**src/rtl/counter_updown_nbit.sv**
```systemverilog
// counter_updown_nbit: WIDTH-bit up/down counter spanning 0..MAX_VAL.
// Supports wrap or saturate at the terminal value, synchronous clear and
// clamped parallel load. It also provides a cascade carry/borrow, a wrap
// pulse and a sticky overflow flag.
//
// Ports:
//   clk       system clock, rising edge
//   rst       asynchronous active-high reset (loads RST_VAL, clears flags)
//   clr       synchronous clear to RST_VAL, also clears ovf
//   ld        synchronous parallel load of data_in (clamped to MAX_VAL)
//   data_in   load value
//   en        count enable / cascade carry-in
//   up        direction: 1 = increment, 0 = decrement
//   data_out  registered count
//   tc        combinational terminal indicator for the current direction
//   cout      combinational cascade carry/borrow (en & tc)
//   wrap      registered pulse, high the cycle after a wrap event
//   ovf       registered sticky flag: a count past the terminal was attempted
module counter_updown_nbit #(
  parameter int unsigned      WIDTH    = 8,
  parameter logic [WIDTH-1:0] MAX_VAL  = {WIDTH{1'b1}},
  parameter bit               SATURATE = 1'b0,
  parameter logic [WIDTH-1:0] RST_VAL  = '0
) (
  input  logic             clk,
  input  logic             rst,
  input  logic             clr,
  input  logic             ld,
  input  logic [WIDTH-1:0] data_in,
  input  logic             en,
  input  logic             up,
  output logic [WIDTH-1:0] data_out,
  output logic             tc,
  output logic             cout,
  output logic             wrap,
  output logic             ovf
);

  logic [WIDTH-1:0] cnt_nxt;
  logic             wrap_nxt;
  logic             ovf_nxt;

  // Terminal depends on direction so a cascade borrows at 0 and carries at MAX_VAL
  always_comb begin
    tc   = up ? (data_out == MAX_VAL) : (data_out == '0);
    cout = en & tc;
  end

  // Next-state: clr > ld > en > hold; wrap is asserted only on a wrap event
  always_comb begin
    cnt_nxt  = data_out;
    wrap_nxt = 1'b0;
    ovf_nxt  = ovf;
    if (clr) begin
      cnt_nxt = RST_VAL;
      ovf_nxt = 1'b0;
    end else if (ld) begin
      cnt_nxt = (data_in > MAX_VAL) ? MAX_VAL : data_in;
    end else if (en) begin
      if (tc) begin
        ovf_nxt = 1'b1;
        if (!SATURATE) begin
          cnt_nxt  = up ? '0 : MAX_VAL;
          wrap_nxt = 1'b1;
        end
      end else begin
        cnt_nxt = up ? (data_out + WIDTH'(1)) : (data_out - WIDTH'(1));
      end
    end
  end

  // State registers
  always_ff @(posedge clk or posedge rst) begin
    if (rst) begin
      data_out <= RST_VAL;
      wrap     <= 1'b0;
      ovf      <= 1'b0;
    end else begin
      data_out <= cnt_nxt;
      wrap     <= wrap_nxt;
      ovf      <= ovf_nxt;
    end
  end

endmodule
```
**config.mk**
```make
export PLATFORM = sky130hd
export DESIGN_NAME = counter_updown_nbit
export DESIGN_NICKNAME = d
export VERILOG_FILES = /design/src/rtl/counter_updown_nbit.sv
export SDC_FILE = /design/constraint.sdc
export NUM_CORES = 1
export LEC_CHECK = 0
export CORE_UTILIZATION = 40
export CTS_BUF_LIST = sky130_fd_sc_hd__clkbuf_4
export DETAILED_ROUTE_END_ITERATION = 12
export GPL_TIMING_DRIVEN = 0
export PLACE_DENSITY = 0.77
export REMOVE_ABC_BUFFERS = 1
export SLEW_MARGIN = 20
export SYNTH_ARGS = -nofsm -noshare
export SYNTH_HDL_FRONTEND = slang
export SYNTH_SLANG_ARGS = --single-unit
```
**constraint.sdc**
```tcl
create_clock -name clk -period 1.9 [get_ports clk]
set_input_delay 0.285 -clock clk [delete_from_list [all_inputs] [get_ports clk]]
set_output_delay 0.285 -clock clk [all_outputs]
set_load 0.05 [all_outputs]
```
---- After elaboration in Yosys (flattened, before gate mapping) ----
Cells that the tools add are included.
W data, S select, Z words.
storage, ports and cells
  bits in registers ....................... 10
  bits of input ports ..................... 14
  output and inout port bits .............. 12
  word-level logic and storage cells ...... 30
operators by class
  $add $sub $neg .......................... 2
  $lt $le $gt $ge ......................... 1
  equality and inequality tests ........... 2
  mux-type cells .......................... 16
  bitwise logic cells ..................... 1
  reduce and logical (&&, ||, !) cells .... 5
operators with widths
  cell                   number
  $mux W8                7
  $mux W1                9
  $add A8 B1 Y8 const B  1
  $eq A8 B8 Y1 const B   1
  $gt A8 B8 Y1 const B   1
  $logic_not A8 Y1       1
  $sub A8 B1 Y8 const B  1
  $reduce_bool A2 Y1     2
  $reduce_and A3 Y1      1
  $reduce_bool A3 Y1     1
  $ne A2 B2 Y1 const B   1
  $and A1 B1 Y1          1

---- Longest topological paths before layout ----
  depth after elaboration ................. 6
  gate-level depth with buffers ........... 7
  gate-level depth less buffers ........... 7

---- Least setup slack after synthesis ----
Ideal clock, no wire load.
  kind .................................... register -> output
  start point ............................. reg data_out[1]
  end point ............................... out cout
  data arrival time ....................... 1.992 ns
  required time ........................... 1.615 ns
  path slack .............................. -0.377 ns
  stages on the path, launching flop included .. 5
  path buffers ............................ 0
  path through ............................ dfrtp_1 -> nand4_1 -> nor3_1 -> nor2_1 -> nor2_1
on the way
  cells in the longest elaborated chain, start to end .. 3
  elaborated cells on any way between the ends .. 4
  classes of those cells .................. 1 x eq/ne; 1 x mux; 1 x bitwise; 1 x reduce/logical
RTL lines
  item                                                     line  RTL
  from (decl)                                              32    output logic [WIDTH-1:0] data_out,
  from (signal assigned)                                   79    data_out <= cnt_nxt;
  $eq A8 B8 Y1 / $logic_not A8 Y1 (equally long branches)  45    tc = up ? (data_out == MAX_VAL) : (data_out == '0);
  $mux W1 (*)                                              45
  $and A1 B1 Y1 (*)                                        46    cout = en & tc;
  to (decl)                                                34    output logic cout,
Every way passes the cells marked *; elsewhere a longest branch is shown, timed or not.

---- Final worst setup path ----
  start point ............................. reg data_out[7]
  end point ............................... out cout
The elaborated chain is that of the path after synthesis.

==> metrics <==
status complete, no violations; VDD IR-drop max between 0.4 and 0.5 mV; input/output buffers 25; number of synthesized flops with an enable pin 0; final std cells w/o fill 165; Comb power frac 0.496; Remaining Overflow, GRT 0; H-tree depth 1; largest cells by area after synthesis dfrtp_1 27%, ha_1 8.2%, nor2_1 5.8%; FF-to-FF End data_out[5]$_DFFE_PP0P_; Setup TNS 0 ns; Top FF cell, synth dfrtp_1; Yosys cell types 37; RSZ-0062 raised after global routing true; Synth Cell Area 910.9 um2; critical path buffer and inverter count 1; die area roughly 0.0025 mm2; Flop pwr share 0.321; Slew Viols, Final 0; async set-or-reset flop fraction in the synthesized netlist 1.000; Finished Core Util 0.6373; largest area contributor in the netlist dfrtp_1; R2R setup slack about 0.030 ns; Via Count a little over 900; nets@finish 161; Max Freq ~530 MHz; vias in the first global route between 800 and 900; Clock transition at path regs roughly 0.060 ns; Via density around 5.6; Worst-Margin Slew approximately 0.57 ns; crit start category flip-flop; pwr/cell area ~600 mW/mm2; post-synthesis cell count between 100 and 150; Total Wirelength about 2.4 mm; Die H 49.72 um; CP cell instances nor4_4 -> and3_4 -> nor2_4 -> nor2_2 -> buf_6; fillers 184; Internal approximately 0.48 mW; sequential element share of the synthesized area 0.2747; slowest CP cell dfrtp_2; DR WL/cell about 15 um; CP Data Required Time between 1.5 and 2 ns; Sw Ratio 0.4027; core area about 0.002 mm2; Setup Viol. Count Final 0; switching pwr approximately 0.32 mW; I/O pin total 26; CTS tree built; CP Capture Type output port; clk buf depth 2; DRC viols 0; Critical Path AT roughly 1.6 ns; Hold Path Class primary input to async pin; die width just under 50 um; clock power share 0.182; CTS sink count 10; Root Buffer clkbuf_4; cell family with the largest share of critical-path delay simple AND/OR/NAND/NOR gates; clock skew approximately 0.0011 ns; fin crit share 0.9983; most frequent cells in the layout 20 x clkdlybuf4s50_1, 12 x nor2_1, 7 x a21oi_1, 7 x nor3_1; total of max-cap violations 0; CP peak stage delay approximately 0.45 ns; cts bufs inserted 3; site row count 16; Initial Utilization 0.4461; register area roughly 260 um2; footprint of the multi-input gates 654.4 um2; CP Class flip-flop to output port; initial antenna violation count 0; commonest non-fill, non-tap cell in the layout clkdlybuf4s50_1; Synth top area share 0.2747; Period minus WS final approximately 1.9 ns; final hold vios 0; first-pass GRT wire length a little under 4 mm; gr usage total 0.2021; share of cells above drive strength 1 0.2464; Placed Cells 156; R2R Path Start data_out[1]$_DFFE_PP0P_; initial DRC count 23; reg2reg path depth 6; clock latency reported for the late side of the worst-skew pair roughly 0.26 ns; first-pass detailed-route iteration total 4; Synth Register Bits 10; Yosys warnings 0; n_diodes 0; gpl congestion around 0.77; largest net degree at the start of global routing 19; Pleak between 0.5 and 0.6 nW; worst-path maximum fanout 5; syn avg cell area approximately 8.4 um2; post-route ant nets 0; hpwl dp about 1.7 mm; Slew HR 0.6166; Layout area overhead 42.86%
synth_stat cells (3+ instances only):
cell type / instances
ha_1: 6
nand2_1: 4
dfrtp_1: 10
o21ai_0: 6
a21oi_1: 9
a221oi_1: 3
inv_1: 8
xnor2_1: 4
o22ai_1: 4
nor3b_1: 3
nor3_1: 8
nor2_1: 14
worst max-delay path by stage:
stage,startpoint,end,cells after the start,slack [ns]
floorplan,data_out[1]$_DFFE_PP0P_,cout,4,-0.38
finish,data_out[7]$_DFFE_PP0P_,cout,5,0.003
CTS,data_out[2]$_DFFE_PP0P_,cout,5,-0.02
detailed placement,up,cout,6,-0.89
global placement,up,cout,6,-0.88
global route,data_out[7]$_DFFE_PP0P_,cout,5,-0.07
flip-flops by register name, summed over array words and instances, names as in the netlist:
name      flops
wrap          1
data_out      8
ovf           1
worst register-to-register path, delay by kind of cell, from the launching register on:
kind	cells	cell delay, ns
AOI/OAI and AO/OA	5	0.98
adders and majority gates	1	0.30
DFF	1	0.46
per-layer routing:
metal / share of wire / vias to the layer above / track usage
li1: - / 453 / -
met4: 0.022 / 0 / 0.07143
met1: 0.42 / 423 / 0.2424
met3: 0.057 / 8 / 0.01852
met2: 0.50 / 45 / 0.3694
met5: 0 / - / 0
kinds of logic (layout without fill, tap and decap cells):
group | Yosys count | count (layout) | synth area share
flip-flops | 10 | 10 | 0.2747
buffers and inverters | 12 | 42 | 0.07143
adder cells (fa/ha/maj) | 7 | 7 | 0.1044
XOR/XNOR | 5 | 5 | 0.04807
AO/OA/AOI/OAI | 31 | 31 | 0.2445
AND/OR/NAND/NOR | 41 | 41 | 0.2349
multiplexers | 2 | 2 | 0.02198
final cells by class:
type                            count  area share
Timing Repair Buffer               31      0.2337
Inverter                            8     0.02308
Tap cell                           27     0.02596
Multi-Input combinational cell     86      0.5029
Clock buffer                        3     0.01731
Sequential cell                    10      0.1971
repair_timing:
action	4_1_cts	5_1_grt
pin swaps	3	9
endpoints found under the setup margin	8	7
hold buffers	0	0
resized for setup	29	12
buffers inserted	4	2
power by group through the flow:
stage	registers, mW	clock network [mW]	logic [mW]
after CTS	0.254	0.148	0.380
after floorplan	0.309	0	0.185
final	0.258	0.146	0.397
after global placement	0.259	0	0.343
after detailed placement	0.259	0	0.352
after global routing	0.260	0.161	0.428
per-stage QoR:
stage	worst slack, ns	power, mW	cell area (um2)	hold slack (ns)
2_1_floorplan	-0.3774	0.4947	875.8	0.1252
3_3_place_gp	-0.8768	0.6015	1160	0.4975
3_5_place_dp	-0.8920	0.6112	1160	0.5047
4_1_cts	-0.02014	0.7820	1252	0.3130
5_1_grt	-0.07031	0.8492	1301	0.3386
6_report	0.003141	0.8011	1301	0.3039
Power figures use the tool's default switching activity.
